### config.mk
export PLATFORM = sky130hd
export DESIGN_NAME = freq_meter_bcd
export DESIGN_NICKNAME = d
export VERILOG_FILES = /design/src/rtl/freq_meter_bcd.sv
export SDC_FILE = /design/constraint.sdc
export NUM_CORES = 1
export LEC_CHECK = 0
export CORE_ASPECT_RATIO = 1.1
export CORE_UTILIZATION = 50
export DETAILED_ROUTE_END_ITERATION = 6
export GPL_TIMING_DRIVEN = 0
export PLACE_DENSITY_LB_ADDON = 0.1
export REMOVE_ABC_BUFFERS = 1
export SKIP_LAST_GASP = 1
export SLEW_MARGIN = 20
export SYNTH_ARGS = -nofsm -noshare
export SYNTH_HDL_FRONTEND = slang
export SYNTH_SLANG_ARGS = --single-unit
### constraint.sdc
create_clock -name clk_in -period 6.53 [get_ports clk_in]
set_input_delay 1.959 -clock clk_in [delete_from_list [all_inputs] [get_ports clk_in]]
set_output_delay 1.959 -clock clk_in [all_outputs]
set_load 0.01 [all_outputs]
### src/rtl/freq_meter_bcd.sv
// freq_meter_bcd: counts edges of an asynchronous input over a 10^n-cycle gate
// and hands the saturated packed-BCD count to a valid/ready consumer.
module freq_meter_bcd #(
    parameter int DIGITS_NUM   = 6,
    parameter int GATE_DEC_MAX = 6
) (
    input  logic                    clk_in,
    input  logic                    rstn_in,
    input  logic                    sig_in,
    input  logic [2:0]              gate_sel_in,
    input  logic                    edge_both_in,
    input  logic                    hold_in,
    output logic [4*DIGITS_NUM-1:0] result_digits_out,
    output logic [2:0]              result_range_out,
    output logic                    overflow_out,
    output logic                    overrun_out,
    output logic                    result_valid_out,
    input  logic                    result_ready_in,
    output logic                    busy_out
);
    localparam int GW = $clog2(10**GATE_DEC_MAX + 1);
    localparam int DW = 4*DIGITS_NUM;

    typedef enum logic {IDLE, GATE} state_t;

    function automatic logic [GW-1:0] gate_last(input logic [2:0] e);
        logic [31:0] p;
        p = 32'd1;
        for (int i = 0; i < GATE_DEC_MAX; i++)
            if (3'(i) < e) p = p * 32'd10;
        return GW'(p - 32'd1);
    endfunction

    state_t          state;
    logic            s1, s2, s3, pulse, all_nine, sat, sat_next, gate_done;
    logic [2:0]      sel_clamp, gate_len_exp;
    logic [GW-1:0]   gcnt, gate_end;
    logic [DW-1:0]   cnt, cnt_inc, cnt_next;

    assign sel_clamp = (gate_sel_in > 3'(GATE_DEC_MAX)) ? 3'(GATE_DEC_MAX) : gate_sel_in;
    assign pulse     = (s2 & ~s3) | (edge_both_in & ~s2 & s3);
    assign gate_done = (state == GATE) && (gcnt == gate_end);
    assign busy_out  = (state == GATE);

    // all_nine survives the ripple only when every digit was 9
    always_comb begin
        cnt_inc  = cnt;
        all_nine = 1'b1;
        for (int i = 0; i < DIGITS_NUM; i++)
            if (all_nine) begin
                if (cnt[4*i +: 4] == 4'd9) cnt_inc[4*i +: 4] = 4'd0;
                else begin
                    cnt_inc[4*i +: 4] = cnt[4*i +: 4] + 4'd1;
                    all_nine = 1'b0;
                end
            end
    end

    assign cnt_next = (pulse & ~all_nine) ? cnt_inc : cnt;
    assign sat_next = sat | (pulse & all_nine);

    always_ff @(posedge clk_in or negedge rstn_in) begin
        if (!rstn_in) begin
            {s1, s2, s3} <= 3'b000;
        end else begin
            s1 <= sig_in;
            s2 <= s1;
            s3 <= s2;
        end
    end

    always_ff @(posedge clk_in or negedge rstn_in) begin
        if (!rstn_in) begin
            state             <= IDLE;
            gcnt              <= '0;
            gate_end          <= '0;
            gate_len_exp      <= '0;
            cnt               <= '0;
            sat               <= 1'b0;
            result_digits_out <= '0;
            result_range_out  <= '0;
            overflow_out      <= 1'b0;
            overrun_out       <= 1'b0;
            result_valid_out  <= 1'b0;
        end else begin
            // idle and the last gate cycle both (re)arm a fresh gate
            if (state == IDLE || gate_done) begin
                state        <= hold_in ? IDLE : GATE;
                gcnt         <= '0;
                cnt          <= '0;
                sat          <= 1'b0;
                gate_len_exp <= sel_clamp;
                gate_end     <= gate_last(sel_clamp);
            end else begin
                gcnt <= gcnt + GW'(1);
                cnt  <= cnt_next;
                sat  <= sat_next;
            end
            if (gate_done) begin
                result_digits_out <= cnt_next;
                overflow_out      <= sat_next;
                result_range_out  <= gate_len_exp;
                overrun_out       <= result_valid_out & ~result_ready_in;
                result_valid_out  <= 1'b1;
            end else if (result_valid_out && result_ready_in) begin
                result_valid_out <= 1'b0;
            end
        end
    end
endmodule

## Word level (Yosys, flattened, before mapping)

Cells that the tools add are included.

| cells by class | value |
|---|---|
| add/subtract/negate cells | 8 |
| multipliers | 5 |
| $lt $le $gt $ge | 7 |
| eq/ne operators | 7 |
| muxes and demuxes | 42 |
| bitwise logic cells | 13 |
| reduce and logical (&&, ||, !) cells | 4 |

Operator list:

| operator | count |
|---|---|
| 2-to-1 mux 32 bit | 9 |
| multiplier 32 x 3 -> 31 bit, second input constant | 4 |
| 2-to-1 mux 20 bit | 3 |
| 2-to-1 mux 24 bit | 2 |
| 2-to-1 mux 4 bit | 12 |
| multiplier 32 x 3 -> 19 bit, second input constant | 1 |
| adder 4 x 1 -> 4 bit, second input constant | 6 |
| == test 4 bit, second input constant | 6 |
| adder 20 x 1 -> 20 bit, second input constant | 1 |
| == test 20 bit | 1 |
| subtractor 20 x 1 -> 20 bit, second input constant | 1 |
| 2-to-1 mux 1 bit | 15 |
| AND 1 bit | 6 |
| less-than comparator 1 x 3 -> 1 bit, first input constant | 2 |
| less-than comparator 2 x 3 -> 1 bit, first input constant | 2 |
| less-than comparator 3 bit, first input constant | 2 |
| inverter 1 bit | 5 |
| > comparator 3 bit, second input constant | 1 |
| 2-to-1 mux 3 bit | 1 |
| logical AND 1 bit | 2 |
| bitwise OR 1 bit | 2 |
| nonzero test 2 bit | 1 |
| logical OR 1 bit | 1 |

| word-level totals | value |
|---|---|
| register bits | 102 |
| input bits | 9 |
| output and inout bits | 31 |
| logic and storage cells | 100 |

## Logic depth before layout (Yosys ltp)

Gate-level depths: netlist of the first run.

| depth | value |
|---|---|
| depth after elaboration | 21 |
| depth in mapped cells | 19 |
| depth with buffers taken out | 19 |

## Least setup slack after synthesis of the first run

No wires, ideal clock.

| path | value |
|---|---|
| path kind | input to register |
| from | input port gate_sel_in[0] |
| to | register gate_end[15] |
| library setup time | 0.125 ns |
| data arrival time | 5.642 ns |
| required time | 6.405 ns |
| setup slack | 0.763 ns |
| cell stages on the path | 19 |
| buffers on the path | 2 |
| cells stage by stage | clkbuf_1 clkbuf_1 nor2_1 ha_1 ha_1 a21o_1 a21o_1 a21oi_1 o21ai_0 mux2_2 nand2_1 ha_1 ha_1 a2111o_1 or3_1 o22ai_1 xor2_1 xnor2_1 o21ai_1 |

| on the way | value |
|---|---|
| longest elaborated chain between the ends | 21 |
| elaborated cells on any way between the ends | 26 |
| those cells by class | add/sub: 1; mul: 5; order compare: 7; mux: 13 |

RTL lines:

| element | line | source |
|---|---|---|
| from (decl) | 10 | `input logic [2:0] gate_sel_in,` |
| > comparator 3 bit | 40 | `assign sel_clamp = (gate_sel_in > 3'(GATE_DEC_MAX)) ? 3'(GATE_DEC_MAX) : gate_sel_in;` |
| 2-to-1 mux 3 bit * | 40 |  |
| less-than comparator 1 x 3 -> 1 bit | 30 | `if (3'(i) < e) p = p * 32'd10;` |
| 2-to-1 mux 4 bit | 30 |  |
| 2-to-1 mux 32 bit | 87 | `if (state == IDLE \|\| gate_done) begin` |
| multiplier 32 x 3 -> 31 bit | 30 |  |
| 2-to-1 mux 32 bit | 30 |  |
| 2-to-1 mux 32 bit | 87 |  |
| [5 not listed] | -- |  |
| 2-to-1 mux 32 bit | 87 |  |
| multiplier 32 x 3 -> 31 bit | 30 |  |
| 2-to-1 mux 32 bit | 30 |  |
| 2-to-1 mux 32 bit | 87 |  |
| multiplier 32 x 3 -> 19 bit | 30 |  |
| 2-to-1 mux 20 bit * | 30 |  |
| 2-to-1 mux 20 bit * | 87 |  |
| subtractor 20 x 1 -> 20 bit * | 31 | `return GW'(p - 32'd1);` |
| to (signal assigned) | 93 | `gate_end <= gate_last(sel_clamp);` |
| to (decl) | 37 | `logic [GW-1:0] gcnt, gate_end;` |

Mark *: on every way between the ends. The rest lies on a longest branch, timed or not. The select of a mux whose other input is x is not followed.
A chain may end at the register's enable or synchronous reset.

## Final worst setup path of the first run

| path | value |
|---|---|
| from | input port gate_sel_in[1] |
| to | register gate_end[15] |

The elaborated chain is that of the path after synthesis.

==> impl_metrics.env, run 1 <==
export IMPL_fmax_mhz=164
export IMPL_ant_nets=0
export IMPL_vias_per_cell=5.45
export IMPL_cts_buffers_inserted=9
export IMPL_yosys_mux_area_fraction_pct=3.46
export IMPL_final_max_slew_violation_count=0
export IMPL_postSynthCellCount=593
export IMPL_routed_wl_microns=11400
export IMPL_timing_final_crit_share_pct=93.3
export IMPL_synth_area_leaders="dfrtp_1 (44%), ha_1 (9.0%), nor2_1 (5.2%), xnor2_1 (4.8%), xor2_1 (3.9%)"
export IMPL_drv_cap=0
export IMPL_ys_top_cells_by_count="dfrtp_1 (99), nor2_1 (78), nand2_1 (57)"
export IMPL_yosysMostFrequentCell="dfrtp_1"
export IMPL_drtIter0Drc=203
export IMPL_fillCellCount=972
export IMPL_rows=40
export IMPL_dp_hpwl_microns=8190
export IMPL_die_area_sq_mm=0.0118
export IMPL_wl_per_cell_microns=14.7
export IMPL_synth_xor_area_share_pct=8.64
export IMPL_start_kind="input pin"
export IMPL_core_area_sq_mm=0.0110
export IMPL_async_flop_share_pct=100
export IMPL_seq_area_frac_synth_pct=43.7
export IMPL_tightest_slew_ns=0.836
export IMPL_synth_top_flop_cell="dfrtp_1"
export IMPL_syn_avg_cell_area_sq_um=9.57
export IMPL_critPathTopFamily="compound AO/OA/AOI/OAI gates"
export IMPL_finalCoreUtilization_pct=60.1
export IMPL_grt_overflow_total=0
export IMPL_synth_compound_area_share_pct=12.5
export IMPL_synth_top_area_share_pct=43.7
export IMPL_grt_setup_unrepaired="false"
export IMPL_synth_edff_count=0
export IMPL_ir_drop_mv=0.137
export IMPL_hold_viol_final=0
export IMPL_maxSlewHeadroom_pct=43.9
export IMPL_die_w_microns=104
export IMPL_drc=0
export IMPL_synth_top_family_by_area="simple AND/OR/NAND/NOR gates"
export IMPL_synthDistinctLibCells=56
export IMPL_cp_max_fo=14
export IMPL_worstPathRequired_ns=6.76
export IMPL_crit_buf_inv=1
export IMPL_first_pass_iters=4
export IMPL_n_antenna_cell=0
export IMPL_routabilityCongestion=0.916
export IMPL_nNetsFinal=680
export IMPL_grt_pass1_vias=4225
export IMPL_crit_type="in2reg"
export IMPL_h_tree_depth=3
export IMPL_clk_path_buf_depth=2
export IMPL_initial_core_util_pct=51.5
export IMPL_yosys_area_top_type="dfrtp_1"
export IMPL_antenna_found_initial=0
export IMPL_yosys_area_share_simple_pct=18.4
export IMPL_die_h_microns=114
export IMPL_syn2layout_area_growth_pct=16.7
export IMPL_cellPowerDensity_mw_per_mm2=229
export IMPL_insertion_delay_ns=0.35
export IMPL_power_leakage_nw=3.18
export IMPL_cts_clk_slew_worst_paths_ns=0.07
export IMPL_synth_adder_area_share_pct=9.74
export IMPL_hold_ws_ns=0.377
export IMPL_ys_seq_elements=99
export IMPL_finalSetupViolCount=0
export IMPL_dp_slack_ns=-1.05
export IMPL_hp_class="reg2reg"
export IMPL_path_cells="dlymetal6s2s_1, nand2_1, nor2_1, ha_1, ha_1, a21o_1, a21o_1, a21oi_1, o21ai_0, mux2_2, nand2_1, ha_1, ha_1, a2111o_1, or3_1, o22ai_1, xor2_1, xnor2_1, o21ai_1"
export IMPL_cts_tree="built"
export IMPL_status="complete, no violations"
export IMPL_cts_sinks=99
export IMPL_critPathSlowestCell="dlymetal6s2s_1"
export IMPL_pin_count=40
export IMPL_drive_above_1_share_pct=7.58
export IMPL_syn_area_sq_mm=0.00568
export IMPL_grt_max_degree=82
export IMPL_clock_skew_ns=0.00573
export IMPL_grt_usage_pct=21.3
export IMPL_vias=4249
export IMPL_setup_ws_ns=0.434
export IMPL_period_minus_slack_ns=6.10
export IMPL_multi_input_area_sq_mm=0.00303
export IMPL_io_buffer_count=39
export IMPL_cpPeakStageDelay_ns=0.49
export IMPL_end_kind="flip-flop"
export IMPL_ff_latch_area_sq_mm=0.00248
export IMPL_grt_pass1_wl_microns=19900
export IMPL_synth_warnings=0
export IMPL_cts_root_buffer="clkbuf_16"
export IMPL_crit_arrival_ns=6.33
export IMPL_path_common_cell="ha_1"
## repair_timing
action | 4_1_cts | 5_1_grt
hold buffers | 0 | 0
gates resized for setup | 5 | 5
setup endpoints to repair | 5 | 2
pin swaps | 1 | 0
setup buffers | 2 | 0
## flip-flops by register name, summed over array words and instances (netlist names)
register,count
gcnt,20
s3,1
overrun_out,1
s2,1
result_range_out,3
sat,1
busy_out,1
result_valid_out,1
cnt,24
result_digits_out,24
gate_len_exp,3
overflow_out,1
gate_end,17
s1,1
## path summary, 6_finish.rpt
| path | slack [ns] | cells past startpoint | to | from |
|---|---|---|---|---|
| min reg2reg | 0.38 | 0 | s2 | s1 |
| min | 0.38 | 0 | s2 | s1 |
| max | 0.43 | 19 | gate_end[15] | gate_sel_in[1] |
| min in group asynchronous | 1.44 | 1 | cnt[2] | rstn_in |
| max in group asynchronous | 4.43 | 2 | s3 | rstn_in |
| max reg2reg | 3.68 | 7 | gate_end[11] | gcnt[17] |
## layout make-up
class                   count  area share [%]
clock buffers              10            3.61
clock inverters             6            2.02
multi-input cells         452            45.8
repair buffers             44            7.16
inverters                  22            1.25
flip-flops and latches     99            37.4
well taps                 147            2.78
## worst register-to-register path, delay by kind of cell, from the launching register on
family / cells / cell delay, ns
simple gates: 2 / 0.63
buf+inv: 1 / 0.27
flops: 1 / 0.44
compound gates: 4 / 1.40
## layer usage
metal | global-route usage (%) | share of wire [%]
met4 | 11.3 | 3.4
met3 | 4.23 | 3.3
met5 | 0 | 0
met1 | 27.0 | 45
met2 | 34.7 | 48
## through the flow
stage | cell area, sq um | instances | TNS, ns | total power, mW
after floorplan | 5570 | 573 | 0 | 0.807
after global placement | 6140 | 759 | -20.17 | 0.861
after detailed placement | 6220 | 762 | -3.61 | 0.870
after CTS | 6620 | 780 | 0 | 1.53
after global routing | 6620 | 780 | 0 | 1.58
final | 6620 | 780 | 0 | 1.52
## cell usage in the layout (no fill, tap or decap), types with 3 or more instances in the layout
master	synthesis	final
dfrtp_1	99	99
nor2_1	78	76
nand2_1	57	57
o21ai_0	42	42
ha_1	41	41
clkdlybuf4s50_1	0	35
xnor2_1	31	31
xor2_1	25	25
a21oi_1	22	22
inv_1	22	21
nand3_1	22	21
mux2_2	13	13
a21o_1	12	12
nand4_1	12	12
clkbuf_16	0	9
nor3_1	7	7
nor2b_1	7	7
a31oi_1	6	6
and4_1	6	6
nor3b_1	5	5
mux2i_1	5	5
o21a_1	5	5
and3_1	4	4
nand2b_1	4	4
or3_1	4	4
conb_1	1	4
bufinv_16	0	4
and2_1	3	3
o22ai_1	3	3
o22a_1	3	3
## power breakdown
group,leakage (nW),total (mW),internal [mW],switching [mW]
clock network,0.183,0.655,0.424,0.231
logic,1.85,0.200,0.0869,0.113
registers,1.15,0.660,0.634,0.0264
total,3.18,1.52,1.14,0.370
## logic make-up (layout without fill, tap and decap cells)
kind of cell	Yosys count	after routing
AO/OA/AOI/OAI	112	112
XOR/XNOR	56	56
adder cells (fa/ha/maj)	43	43
buffers and inverters	45	82
flip-flops	99	99
multiplexers	18	18
other	1	4
AND/OR/NAND/NOR	219	219
No activity file was read; power rests on OpenSTA's default activity.
==> run 2, diff against run 1 <==
--- a/config.mk
+++ b/config.mk
@@ -5,7 +5,6 @@
 export SDC_FILE = /design/constraint.sdc
 export NUM_CORES = 1
 export LEC_CHECK = 0
-export CORE_ASPECT_RATIO = 1.1
 export CORE_UTILIZATION = 50
 export DETAILED_ROUTE_END_ITERATION = 6
 export GPL_TIMING_DRIVEN = 0
==> run 2 against run 1 <==
Net effect:
- first-iteration DRC count increased by 6.4%
- sequential power about the same
- largest power group unchanged
- highest routed layer unchanged
- critical path type unchanged
- routed wire length about the same
==> impl_metrics.env, run 2 (synthesis gave the netlist of run 1 again) <==
export IMPL_status="complete, no violations"
export IMPL_vias_per_cell=5.51
export IMPL_dp_slack_ns=-1.06
export IMPL_cts_tree="built"
export IMPL_grt_pass1_vias=4179
export IMPL_final_common_cell="dfrtp_1"
export IMPL_reg_top3="cnt x24, result_digits_out x24, gcnt x20"
export IMPL_start_kind="input pin"
export IMPL_h_tree_depth=3
export IMPL_grt_overflow_total=0
export IMPL_setup_tns_ns=0
export IMPL_clock_skew_ns=0.00819
export IMPL_crit_arrival_ns=6.21
export IMPL_wl_per_cell_microns=14.8
export IMPL_hp_class="reg2reg"
export IMPL_end_kind="flip-flop"
export IMPL_p_comb_share_pct=14.8
export IMPL_path_cells="dlymetal6s2s_1, nor2_4, inv_1, ha_1, a21o_1, ha_1, ha_1, nand2_1, o21ai_0, mux2_2, nand2_1, ha_1, ha_1, a2111o_1, or3_1, o22ai_1, xor2_1, xnor2_1, o21ai_1"
export IMPL_crit_type="in2reg"
export IMPL_worstPathRequired_ns=6.76
export IMPL_finalSetupViolCount=0
export IMPL_timing_final_crit_share_pct=91.6
export IMPL_power_frac_seq_pct=49.0
export IMPL_final_max_slew_violation_count=0
export IMPL_critPathSlowestCell="dlymetal6s2s_1"
export IMPL_syn2layout_area_growth_pct=14.6
export IMPL_nNetsFinal=680
export IMPL_drc=0
export IMPL_timing_rr_start="gcnt[17]"
export IMPL_setup_ws_ns=0.551
export IMPL_cellPowerDensity_mw_per_mm2=207
export IMPL_path_common_cell="ha_1"
export IMPL_io_buffer_count=39
export IMPL_core_area_sq_mm=0.0109
export IMPL_power_leakage_nw=3.13
export IMPL_pin_count=40
export IMPL_n_antenna_cell=0
export IMPL_crit_buf_inv=2
export IMPL_drive_above_1_share_pct=7.12
export IMPL_clkPwrFrac_pct=36.2
export IMPL_fmax_mhz=167
export IMPL_grt_setup_unrepaired="false"
export IMPL_crit_path_end="gate_end[15]"
export IMPL_internal_power_mw=0.977
export IMPL_fillCellCount=990
export IMPL_worstSetupStartpoint="gate_sel_in[1]"
export IMPL_drtIter0Drc=216
export IMPL_routabilityCongestion=0.859
export IMPL_clk_path_buf_depth=2
export IMPL_die_w_microns=109
export IMPL_insertion_delay_ns=0.35
export IMPL_hold_viol_final=0
export IMPL_cpPeakStageDelay_ns=0.45
export IMPL_worst_r2r_endpoint="gate_len_exp[2]"
export IMPL_reg2reg_depth=5
export IMPL_maxSlewHeadroom_pct=45.7
export IMPL_p_switching_mw=0.371
export IMPL_drv_cap=0
export IMPL_cp_max_fo=14
export IMPL_critPathTopFamily="adder cells"
export IMPL_routed_wl_microns=11400
export IMPL_die_h_microns=109
export IMPL_cts_clk_slew_worst_paths_ns=0.06
export IMPL_cts_root_buffer="clkbuf_16"
export IMPL_rows=38
export IMPL_grt_pass1_wl_microns=19800
export IMPL_period_minus_slack_ns=5.98
export IMPL_most_common_layout_cells="dfrtp_1 (99), nor2_1 (76), nand2_1 (57)"
export IMPL_ir_drop_mv=0.215
export IMPL_ff2ff_setup_slack_ns=3.73
export IMPL_dp_hpwl_microns=8110
export IMPL_cp_depth=19
export IMPL_cts_buffers_inserted=9
export IMPL_ant_nets=0
export IMPL_initial_core_util_pct=51.9
export IMPL_die_area_sq_mm=0.0118
export IMPL_grt_usage_pct=21.8
export IMPL_swShare_pct=27.5
export IMPL_first_pass_iters=4
export IMPL_cts_sinks=99
export IMPL_antenna_found_initial=0
export IMPL_tightest_slew_ns=0.808
export IMPL_grt_max_degree=82
export IMPL_vias=4250
run 2: stage by stage:
step | total power, mW | util (%) | cell area [sq um] | hold WS (ns) | instances
5_1_grt | 1.42 | 59.5 | 6500 | 0.375 | 772
3_3_place_gp | 0.858 | 56.1 | 6130 | 0.345 | 752
2_1_floorplan | 0.807 | - | 5570 | 0.331 | 573
4_1_cts | 1.36 | 59.4 | 6490 | 0.375 | 772
3_5_place_dp | 0.870 | 56.8 | 6210 | 0.352 | 755
6_report | 1.35 | 59.5 | 6500 | 0.363 | 772
run 2: worst min path at each step:
stage               from  depth (start not counted)  end  slack, ns
floorplan             s1                          0   s2       0.33
global route          s1                          0   s2       0.37
global placement      s1                          0   s2       0.34
detailed placement    s1                          0   s2       0.35
finish                s1                          0   s2       0.36
CTS                   s1                          0   s2       0.38
run 2: layout make-up:
class	count	area [sq um]	area share [%]
clock buffers	11	233	3.58
clock inverters	4	27.5	0.423
inverters	22	82.6	1.27
multi-input cells	452	3030	46.6
flip-flops and latches	99	2480	38.1
well taps	140	175	2.69
repair buffers	44	474	7.29
run 2: timing repair:
| action | 4_1_cts | 5_1_grt |
|---|---|---|
| endpoints found under the setup margin | 5 | 2 |
| hold buffers | 0 | 0 |
| resized for setup | 3 | 7 |
| pin swaps | 1 | 0 |
| setup buffers | 2 | 0 |
run 2: per-layer routing:
layer / share of wire, % / GRT usage [%]
met5: 0 / 0
met1: 46 / 27.6
met3: 3.2 / 5.06
met4: 1.8 / 8.01
met2: 49 / 36.3
run 2: power by group through the flow:
stage / logic, mW / registers [mW] / clock network, mW
5_1_grt: 0.230 / 0.665 / 0.528
6_report: 0.199 / 0.661 / 0.488
3_5_place_dp: 0.198 / 0.671 / 0
4_1_cts: 0.200 / 0.660 / 0.504
3_3_place_gp: 0.189 / 0.669 / 0
2_1_floorplan: 0.142 / 0.665 / 0
run 2: worst reg2reg max path: stages, from the launching register on:
cell and delay [ns]:
dfrtp_1 0.44, or4_1 0.54, a2111oi_2 0.53, a21bo_4 0.52
buf_12 0.29, mux2_2 0.37
